==> config.mk <==
export PLATFORM = sky130hd
export DESIGN_NAME = aoi_vector_sequencer_flat
export DESIGN_NICKNAME = d
export VERILOG_FILES = /design/src/rtl/aoi_vector_sequencer_pkg.sv /design/src/rtl/aoi_vector_sequencer_if.sv /design/src/rtl/aoi_golden_ref.sv /design/src/rtl/aoi_vector_sequencer.sv /design/src/flat_wrapper.sv
export SDC_FILE = /design/constraint.sdc
export NUM_CORES = 1
export LEC_CHECK = 0
export ABC_AREA = 1
export BUFFER_PORTS_ARGS = -buffer_cell sky130_fd_sc_hd__buf_4
export CORE_ASPECT_RATIO = 1.2
export CORE_MARGIN = 2
export CORE_UTILIZATION = 40
export DETAILED_ROUTE_END_ITERATION = 7
export PLACE_DENSITY_LB_ADDON = 0.15
export REMOVE_ABC_BUFFERS = 1
export SLEW_MARGIN = 20
export SYNTH_ARGS = -nofsm -noshare
export SYNTH_HDL_FRONTEND = slang
export SYNTH_HIERARCHICAL = 1
export SYNTH_SLANG_ARGS = --single-unit
==> constraint.sdc <==
create_clock -name clk -period 4.3 [get_ports clk]
set_input_delay 0.215 -clock clk [delete_from_list [all_inputs] [get_ports clk]]
set_output_delay 0.215 -clock clk [all_outputs]
set_load 0.02 [all_outputs]
==> src/rtl/aoi_vector_sequencer_pkg.sv <==
// Shared types, sizes and golden AOI function for the AOI vector sequencer.
package aoi_seq_pkg;

  typedef enum logic [1:0] {
    IDLE   = 2'd0,
    DRIVE  = 2'd1,
    SAMPLE = 2'd2,
    DONE   = 2'd3
  } seq_state_e;

  localparam int unsigned NUM_VECS = 16;
  localparam int unsigned VEC_W    = 4;

  // Reference AOI: y = ~((a&b)|(c&d)) with {a,b,c,d} = vec[3:0].
  function automatic logic aoi_golden(input logic [VEC_W-1:0] vec);
    return ~((vec[3] & vec[2]) | (vec[1] & vec[0]));
  endfunction

endpackage

==> src/rtl/aoi_vector_sequencer_if.sv <==
// Stimulus/response bundle between the sequencer and the AOI cell under test.
interface aoi_vector_sequencer_if #(
  parameter int unsigned ERR_W = 5
);
  logic             start;
  logic             y;
  logic             a;
  logic             b;
  logic             c;
  logic             d;
  logic             busy;
  logic             done;
  logic [ERR_W-1:0] err_cnt;
  logic             pass;
`ifdef AOI_SEQ_RESPMAP_EN
  logic [15:0]      resp_map;
`endif

  // Sequencer side.
  modport slave (
    input  start, y,
    output a, b, c, d, busy, done, err_cnt, pass
`ifdef AOI_SEQ_RESPMAP_EN
    , output resp_map
`endif
  );

  // Controller / cell side.
  modport master (
    output start, y,
    input  a, b, c, d, busy, done, err_cnt, pass
`ifdef AOI_SEQ_RESPMAP_EN
    , input resp_map
`endif
  );

endinterface

==> src/rtl/aoi_golden_ref.sv <==
// Combinational golden AOI kept separate from the cell under test.
module aoi_golden_ref
  import aoi_seq_pkg::*;
(
  input  logic [VEC_W-1:0] vec,
  output logic             y_c
);

  assign y_c = aoi_golden(vec);

endmodule

==> src/rtl/aoi_vector_sequencer.sv <==
// Walks all 16 AOI input vectors, samples y after a settle time and scores it.
// Optional AOI_SEQ_RESPMAP_EN adds resp_map, the per-vector sampled y.
module aoi_vector_sequencer
  import aoi_seq_pkg::*;
#(
  parameter int unsigned HOLD_CYCLES = 2,
  parameter int unsigned ERR_W       = 5
) (
  input  logic                   clk,
  input  logic                   rst_n,
  aoi_vector_sequencer_if.slave  bus
);

  localparam int unsigned HOLD_W = (HOLD_CYCLES > 1) ? $clog2(HOLD_CYCLES) : 1;
  localparam logic [HOLD_W-1:0] HOLD_LAST = HOLD_W'(HOLD_CYCLES - 1);
  localparam logic [VEC_W-1:0]  VEC_LAST  = VEC_W'(NUM_VECS - 1);
  localparam logic [ERR_W-1:0]  ERR_MAX   = '1;

  seq_state_e        state_q, state_d;
  logic [VEC_W-1:0]  vec_q, vec_d;
  logic [HOLD_W-1:0] hold_q, hold_d;
  logic [ERR_W-1:0]  err_q, err_d;
  logic [VEC_W-1:0]  abcd_q, abcd_d;
  logic              busy_q, busy_d;
  logic              done_q, done_d;
  logic              pass_q, pass_d;
  logic              y_exp_c;
`ifdef AOI_SEQ_RESPMAP_EN
  logic [NUM_VECS-1:0] resp_q, resp_d;
`endif

  aoi_golden_ref u_golden (
    .vec (vec_q),
    .y_c (y_exp_c)
  );

  // State, datapath and registered outputs.
  always_ff @(posedge clk) begin
    if (!rst_n) begin
      state_q <= IDLE;
      vec_q   <= '0;
      hold_q  <= '0;
      err_q   <= '0;
      abcd_q  <= '0;
      busy_q  <= 1'b0;
      done_q  <= 1'b0;
      pass_q  <= 1'b0;
`ifdef AOI_SEQ_RESPMAP_EN
      resp_q  <= '0;
`endif
    end else begin
      state_q <= state_d;
      vec_q   <= vec_d;
      hold_q  <= hold_d;
      err_q   <= err_d;
      abcd_q  <= abcd_d;
      busy_q  <= busy_d;
      done_q  <= done_d;
      pass_q  <= pass_d;
`ifdef AOI_SEQ_RESPMAP_EN
      resp_q  <= resp_d;
`endif
    end
  end

  // Next-state logic; outputs are derived from the next state so they land with it.
  always_comb begin
    state_d = state_q;
    vec_d   = vec_q;
    hold_d  = hold_q;
    err_d   = err_q;
`ifdef AOI_SEQ_RESPMAP_EN
    resp_d  = resp_q;
`endif
    case (state_q)
      IDLE, DONE: begin
        if (bus.start) begin
          state_d = DRIVE;
          vec_d   = '0;
          hold_d  = '0;
          err_d   = '0;
`ifdef AOI_SEQ_RESPMAP_EN
          resp_d  = '0;
`endif
        end
      end
      DRIVE: begin
        if (hold_q == HOLD_LAST) begin
          state_d = SAMPLE;
        end else begin
          hold_d = hold_q + HOLD_W'(1);
        end
      end
      SAMPLE: begin
        if ((bus.y != y_exp_c) && (err_q != ERR_MAX)) begin
          err_d = err_q + ERR_W'(1);
        end
`ifdef AOI_SEQ_RESPMAP_EN
        resp_d[vec_q] = bus.y;
`endif
        if (vec_q == VEC_LAST) begin
          state_d = DONE;
        end else begin
          vec_d   = vec_q + VEC_W'(1);
          hold_d  = '0;
          state_d = DRIVE;
        end
      end
      default: state_d = IDLE;
    endcase

    busy_d = (state_d == DRIVE) || (state_d == SAMPLE);
    done_d = (state_d == DONE);
    pass_d = done_d && (err_d == '0);
    abcd_d = busy_d ? vec_d : '0;
  end

  assign bus.a       = abcd_q[3];
  assign bus.b       = abcd_q[2];
  assign bus.c       = abcd_q[1];
  assign bus.d       = abcd_q[0];
  assign bus.busy    = busy_q;
  assign bus.done    = done_q;
  assign bus.pass    = pass_q;
  assign bus.err_cnt = err_q;
`ifdef AOI_SEQ_RESPMAP_EN
  assign bus.resp_map = resp_q;
`endif

endmodule

==> src/flat_wrapper.sv <==
// flat-port wrapper written by rule: the top's interface ports become plain ports
module aoi_vector_sequencer_flat import aoi_seq_pkg::*;
#(
  parameter int unsigned HOLD_CYCLES = 2,
  parameter int unsigned ERR_W       = 5
)
  (clk, rst_n, bus_start, bus_y, bus_a, bus_b, bus_c, bus_d, bus_busy, bus_done, bus_err_cnt, bus_pass);
  aoi_vector_sequencer_if #(.ERR_W(ERR_W)) bus_i ();
  input  logic clk;
  input  logic rst_n;
  input wire logic [$bits(bus_i.start)-1:0] bus_start;
  input wire logic [$bits(bus_i.y)-1:0] bus_y;
  output wire logic [$bits(bus_i.a)-1:0] bus_a;
  output wire logic [$bits(bus_i.b)-1:0] bus_b;
  output wire logic [$bits(bus_i.c)-1:0] bus_c;
  output wire logic [$bits(bus_i.d)-1:0] bus_d;
  output wire logic [$bits(bus_i.busy)-1:0] bus_busy;
  output wire logic [$bits(bus_i.done)-1:0] bus_done;
  output wire logic [$bits(bus_i.err_cnt)-1:0] bus_err_cnt;
  output wire logic [$bits(bus_i.pass)-1:0] bus_pass;
  assign bus_i.start = bus_start;
  assign bus_i.y = bus_y;
  assign bus_a = bus_i.a;
  assign bus_b = bus_i.b;
  assign bus_c = bus_i.c;
  assign bus_d = bus_i.d;
  assign bus_busy = bus_i.busy;
  assign bus_done = bus_i.done;
  assign bus_err_cnt = bus_i.err_cnt;
  assign bus_pass = bus_i.pass;
  aoi_vector_sequencer #(.HOLD_CYCLES(HOLD_CYCLES), .ERR_W(ERR_W)) u_core (.clk(clk), .rst_n(rst_n), .bus(bus_i));
endmodule
==> results.md, run 1 <==
- Sequential fraction of the synthesis area: between 30% and 40%
- Leakage: just under 0.6 nW
- Die width: ~49 um
- DRC violations left: 0
- Delay-heaviest family, CP: adder cells
- Final Skew: between 3 and 4 ps
- Via count: ~950
- Yosys top cell by area: dfxtp_1
- Setup-failing EPs final: 0
- Mapped Avg Cell Area: roughly 7 um^2
- Top post-synthesis cells by area: dfxtp_1 39%, nand2_1 15%, ha_1 7.7%
- CP max-delay cell: dfxtp_1
- Sw Share: 27.7%
- Placed wire-length estimate: roughly 1600 um
- Post-synth EDFFs: 0
- Cell depth of the worst setup path: 8
- CP max stage delay: just under 400 ps
- Crit-path max FO: 5
- Worst path arrival time: roughly 1900 ps
- GRT overflow: 0
- Crit path launch type: flip-flop
- Vias in the first global route: between 800 and 900
- Initial antenna violation count: 0
- Hold WS: roughly 170 ps
- Post-synth top cells: 40 x nand2_1, 19 x dfxtp_1, 17 x inv_1, 15 x nor2_1, 12 x a21oi_1
- Power share of the clock group: around 27%
- Final ANT Viol Nets: 0
- Mapped Area: 975 um^2
- Sink Count: 19
- Initial core utilization: a little over two fifths
- First-pass GRT wire length: 3460 um
- Clock Latency Late Sink: 290 ps
- Row count: 19
- Critical Path End Type: flip-flop
- Synth top area share: 39.0%
- Ant. Diodes: 0
- Total wire length: ~2000 um
- Bufs on Longest Clock Path: 2
- Sequential Power Share: 57.2%
- # H-tree levels: 1
- PostCTS Resize Cnt: 0
- Ys async rst share: 0%
- Drt wl/cell: slightly above 10 um
- Hold-fix buffers, CTS: 0
- Mean number of vias per cell: 4.99
- Period minus WS final: between 1500 and 2000 ps
- Slew headroom: between 70% and 80%
- Cell internal pwr: about 0.23 mW
- Final Core Density: ~50%
- Ports: 16
- Max-Cap Viols: 0
- Power Total: roughly 0.32 mW
- Core Area: approximately 0.0023 mm^2
- Layout area overhead: 18.0%
- Die H: 58.1 um
- Synth warnings: 6
- Largest net degree at the start of global routing: 12
- CP Cell Sequence: inv_1 > ha_1 > nand2_2 > o22ai_1 > nand2_1 > ha_1 > nand2_1 > nor2_1
- Worst setup path end: u_core/abcd_q[0]$_SDFF_PN0_
- Worst Tran Pin Value: approximately 350 ps
- CTS Root Cell: clkbuf_4
- Critical path class: flip-flop to flip-flop
- Period utilization: between 30% and 40%
- Setup repair bufs after CTS: 0
- Power density cells: 281 mW/mm^2
- Syn Inst Count: ~140
- Layout cell share with drive strength beyond 1: approximately a fifth
- Fin Setup TNS: 0 ps
- Yosys cell types: 21
- Post-route setup slack: 2610 ps
- Worst setup path startpoint: u_core/state_q[0]$_SDFF_PN0_
- Most frequent cell after synthesis: nand2_1
- Status: finished clean
- R2r setup slk: roughly 2600 ps
- CTS Buf Count: 3
- RR Startpoint: u_core/state_q[0]$_SDFF_PN0_
- Hold violation total from the final report: 0
- Sw Pwr: 0.0896 mW
- Buf+Inv Stages, Crit Path: 1
- CTS tree: yes
- IO Port Bufs: 15
- Combinational share of power: around 15%
- Placer Congestion: slightly below 0.9
- Required @ worst endpoint: 4490 ps
- Synth Register Bits: 19
- Max Transition Viols Final: 0
- Router iterations before antenna repair: 4
- RSZ-0062 raised after global routing: no
- Worst R2R Path Depth: 8
- Die area: between 0.002 and 0.003 mm^2
- RR Endpoint: u_core/abcd_q[0]$_SDFF_PN0_
- Clock slew seen by the registers of the worst setup and hold paths: 110 ps
- NumNets Final: 170
- Worst slack at placement: 2600 ps
- Max VDD drop: ~0.24 mV
- Drt first-iter violations: 17
- Global-route usage over all layers: 15.5%
- Tightest Hold Check Type: input port to flip-flop
- F_max: roughly 600 MHz
- Top FF cell, synth: dfxtp_1
==> worst min-delay path, delay by kind of cell <==
family | cells | cell delay (ps)
buffers and inverters | 1 | 120
and+or+nand+nor | 2 | 100
==> how the worst min path moves through the flow <==
stage,start,cells past startpoint,endpoint
after global routing,rst_n,3,u_core/hold_q$_SDFFE_PN0P_
final,rst_n,3,u_core/hold_q$_SDFFE_PN0P_
after detailed placement,rst_n,3,u_core/hold_q$_SDFFE_PN0P_
after floorplan,rst_n,2,u_core/bus.done$_SDFF_PN0_
after global placement,u_core/hold_q$_SDFFE_PN0P_,2,u_core/hold_q$_SDFFE_PN0P_
after CTS,rst_n,3,u_core/hold_q$_SDFFE_PN0P_
==> cell usage in the layout, fill, tap and decap left out <==
| cell | netlist | final |
|---|---|---|
| nand4_1 | 3 | 3 |
| nor3_1 | 1 | 1 |
| buf_4 | 0 | 15 |
| nand3_2 | 1 | 1 |
| nand2_1 | 40 | 40 |
| nor2_1 | 15 | 15 |
| clkbuf_4 | 0 | 3 |
| ha_1 | 6 | 6 |
| inv_1 | 17 | 17 |
| nand3_1 | 8 | 8 |
| o21ai_0 | 4 | 4 |
| o22ai_1 | 1 | 1 |
| a32oi_1 | 1 | 1 |
| clkinv_2 | 0 | 1 |
| inv_2 | 4 | 4 |
| dfxtp_1 | 19 | 19 |
| a21oi_1 | 12 | 12 |
| nor2_4 | 1 | 1 |
| a31oi_1 | 1 | 1 |
| nor2_2 | 2 | 2 |
| nand2_4 | 1 | 1 |
| a21o_1 | 1 | 1 |
| nand2_2 | 2 | 2 |
==> routing by layer <==
layer	part of all wire (%)	vias to the layer above	track usage (%)
li1	-	489	-
met1	41	426	16.6
met2	50	25	27.4
met3	5.1	8	2.06
met4	3.0	0	12.7
met5	0	-	0
==> power groups by stage <==
stage | logic [mW] | clock network, mW | registers (mW)
finish | 0.0499 | 0.0884 | 0.185
global route | 0.0577 | 0.101 | 0.186
CTS | 0.0505 | 0.0947 | 0.185
detailed placement | 0.0504 | 0 | 0.189
global placement | 0.0508 | 0 | 0.188
floorplan | 0.0339 | 0 | 0.191
==> logic make-up after synthesis <==
group           after synthesis  share of synthesized area [%]
simple gates                 74                           33.6
buf+inv                      22                           8.47
compound gates               20                           11.2
fa+ha+maj                     6                           7.70
flops                        19                           39.0
==> cell type report <==
| cell class | instances | area (um^2) |
|---|---|---|
| clock buffer | 3 | 22.5 |
| clock inverter | 1 | 5.00 |
| timing repair buffer | 15 | 113 |
| fill | 259 | 1160 |
| multi-input combinational | 100 | 512 |
| sequential | 19 | 380 |
| inverter | 21 | 78.8 |
| tap | 31 | 38.8 |
==> per-stage QoR <==
stage	instances	cell area, um^2
after floorplan	140	971
after global routing	190	1150
after CTS	190	1150
after global placement	186	1120
after detailed placement	186	1120
final	190	1150
==> registers in the layout, summed over array words and instances, names as in the netlist <==
signal	flops
u_core/abcd_q	4
u_core/bus.err_cnt	5
u_core/state_q	2
u_core/hold_q	1
u_core/vec_q	4
u_core/bus.pass	1
u_core/bus.busy	1
u_core/bus.done	1
Power figures use the tool's default switching activity.
==> run 2, diff against run 1 <==
Settings changed: ABC_AREA 1 to 0.
Clock period 4.3 ns to 1.7 ns, I/O delays scaled along.
==> run 2 against run 1 <==
  * Via count decreased by 8.8%
  * Area after synthesis decreased by 4.4%
  * Clock-buffer cell count increased by 1
  * Critical path depth decreased by 1
  * Fmax decreased by 2.2%
  * Synthesized cell count decreased by 29%
  * Global-route usage increased by 2.6 points
  * The run now ends with setup timing left
  * Non-clock buffer count increased by 19
  * Utilization increased by 8.9 points
  * First-iteration DRC count increased by 65%
  * Register-to-register slack got worse by 2600 ps
  * Critical endpoint is now u_core/bus.pass$_SDFF_PN0_
  * Sequential share of layout area decreased by 3.6 points
==> results.md, run 2 <==
- # fillers: 212
- Worst Tran Pin Value: 279 ps
- Period utilization: 102%
- Adder-Cell Fraction of Synth Area: under 10%
- Router iterations before antenna repair: 4
- Yosys cell types: 35
- Synth Area in Compound Gates: between 10% and 20%
- Top post-synthesis cells by area: dfxtp_1 41%, ha_1 8.1%, and2_1 7.4%
- CTS Buf Count: 3
- Mean number of vias per cell: 5.18
- CTS Root Cell: clkbuf_4
- Mux contribution to synthesized area: roughly 1.2%
- Max-Cap Viols: 0
- Total wire length: about 2200 um
- Die width: 48.1 um
- Max Transition Viols Final: 0
- Post-synth top cells: 19 x dfxtp_1, 11 x and2_1, 7 x nor2_1, 6 x ha_1, 6 x nand3_1
- Drt wl/cell: around 13 um
- Final Core Density: between 50% and 60%
- Multi-input gate area: about 600 um^2
- Worst path arrival time: 1930 ps
- Ports: 16
- Layout cell share with drive strength beyond 1: 44.1%
- F_max: 579 MHz
- Power density cells: a little over 700 mW/mm^2
- Final ANT Viol Nets: 0
- Top FF cell, synth: dfxtp_1
- Tightest Hold Check Type: input port to flip-flop
- Ant. Diodes: 0
- R2r setup slk: -30 ps
- Layout area overhead: 42.3%
- Crit path launch type: flip-flop
- Initial antenna violation count: 0
- Bufs on Longest Clock Path: 2
- Clock slew seen by the registers of the worst setup and hold paths: between 100 and 150 ps
- Synth Register Bits: 19
- Mapped Avg Cell Area: 9.32 um^2
- Core Area: 0.00226 mm^2
- Vias in the first global route: just over 800
- Max reg flops: 5
- Fin area: around 0.0013 mm^2
- Main combinational cell family by area after synthesis: simple AND/OR/NAND/NOR gates
- Max VDD drop: 0.495 mV
- Initial core utilization: 41.3%
- RSZ-0062 raised after global routing: yes
- Critical Path End Type: flip-flop
- # H-tree levels: 1
- Ys async rst share: 0%
- Die area: approximately 0.0027 mm^2
- Leakage: 0.558 nW
- Largest net degree at the start of global routing: 11
- Global-route usage over all layers: approximately 18%
- CTS tree: yes
- Drt first-iter violations: 28
- Placement-stage cell area: ~0.0012 mm^2
- IO Port Bufs: 15
- Syn Inst Count: 100
- Via count: about 870
- Hold-fix buffers, CTS: 0
- Row count: 19
- Mapped Area: about 930 um^2
- Period minus WS final: ~1700 ps
- Synth Area in XOR/XNOR: less than 1%
- First-pass GRT wire length: 3560 um
- Placer Congestion: roughly 0.87
- Clock Latency Late Sink: 290 ps
- Sink Count: 19
- Status: finished with violations
- Most common cell after layout, fill and taps aside: buf_4
- Simple-Gate Fraction of Synth Area: between 20% and 30%
- Most frequent cell after synthesis: dfxtp_1
- Sequential fraction of the synthesis area: about two fifths
- Reg area: slightly below 400 um^2
- Post-route setup slack: -26.5 ps
- Worst slack at placement: -142 ps
- Synth warnings: 6
- GRT overflow: 0
- Synth top area share: between 40% and 50%
- Commonest non-fill, non-tap cells in the layout: 33 x buf_4, 13 x dfxtp_1, 11 x and2_1, 7 x nor2_1
- Yosys top cell by area: dfxtp_1
- Hold violation total from the final report: 0
- Critical path class: flip-flop to flip-flop
- Crit-path max FO: 5
- DRC violations left: 0
- Post-synth EDFFs: 0
- NumNets Final: about 150
- Failing checks: setup timing
- Setup-failing EPs final: 1
- Final Skew: around 1.8 ps
- Die H: between 50 and 60 um
- Slew headroom: 81.4%
- Required @ worst endpoint: 1910 ps
==> run 2: cell count changes after synthesis, sizes merged, moves of 3 or more <==
| cell | delta |
|---|---|
| nor2 | -11 |
| inv | -17 |
| nand2 | -40 |
| nand2b | +3 |
| and3 | +3 |
| a31oi | +4 |
| and2 | +11 |
| a22oi | +3 |
| a21oi | -7 |
| nand3 | -3 |
==> run 2: worst paths after layout <==
kind / start / to / depth (start not counted)
worst max register to register: u_core/vec_q[3]$_SDFF_PN0_ / u_core/bus.pass$_SDFF_PN0_ / 7
worst min-delay path: rst_n / u_core/state_q[0]$_SDFF_PN0_ / 2
worst min register to register: u_core/hold_q$_SDFFE_PN0P_ / u_core/hold_q$_SDFFE_PN0P_ / 2
worst max-delay path: u_core/vec_q[3]$_SDFF_PN0_ / u_core/bus.pass$_SDFF_PN0_ / 7
==> run 2: stage by stage <==
stage          hold slack [ps]  TNS [ps]  cells  total power [mW]
4_1_cts                   52.7         0    166             0.964
6_report                  53.4     -26.5    167             0.958
5_1_grt                   51.2      -270    167              1.02
3_3_place_gp               358      -352    161             0.714
2_1_floorplan              207      -983     98             0.622
3_5_place_dp               365      -309    161             0.716
==> run 2: routing by layer <==
layer,track usage (%),share of wire (%)
met3,2.57,4.1
met4,8.11,0.78
met5,0,0
met2,29.3,54
met1,22.6,41
==> run 2: kinds of logic after synthesis <==
kind of cell | Yosys count
mux | 1
compound gates | 24
fa+ha+maj | 6
xor+xnor | 1
flops | 19
buf+inv | 6
simple gates | 43
==> run 2: critical path: stages (launching register included) <==
cell and delay, ps:
dfxtp_4 360, a22oi_2 220, xor2_1 220, nor2b_4 200, buf_6 120, a21o_1 140, a31oi_4 100, nor4_2 270
==> run 2: layout make-up <==
class                           count  share of cell area [%]
Tap cell                           31                    2.92
Inverter                            4                    1.13
Sequential cell                    19                    29.4
Multi-Input combinational cell     75                    45.0
Clock buffer                        4                    1.98
Timing Repair Buffer               34                    19.5
==> run 2: power breakdown <==
part | internal [mW] | switching (mW)
Clock | 0.0912 | 0.138
Combinational | 0.124 | 0.129
Sequential | 0.464 | 0.0119
==> run 2: repair_timing <==
| item | 4_1_cts | 5_1_grt |
|---|---|---|
| endpoints found under the setup margin | 10 | 8 |
| resized for setup | 17 | 6 |
| pin swaps | 5 | 6 |
| setup buffers | 1 | 1 |
| hold endpoints to repair | 0 | 0 |
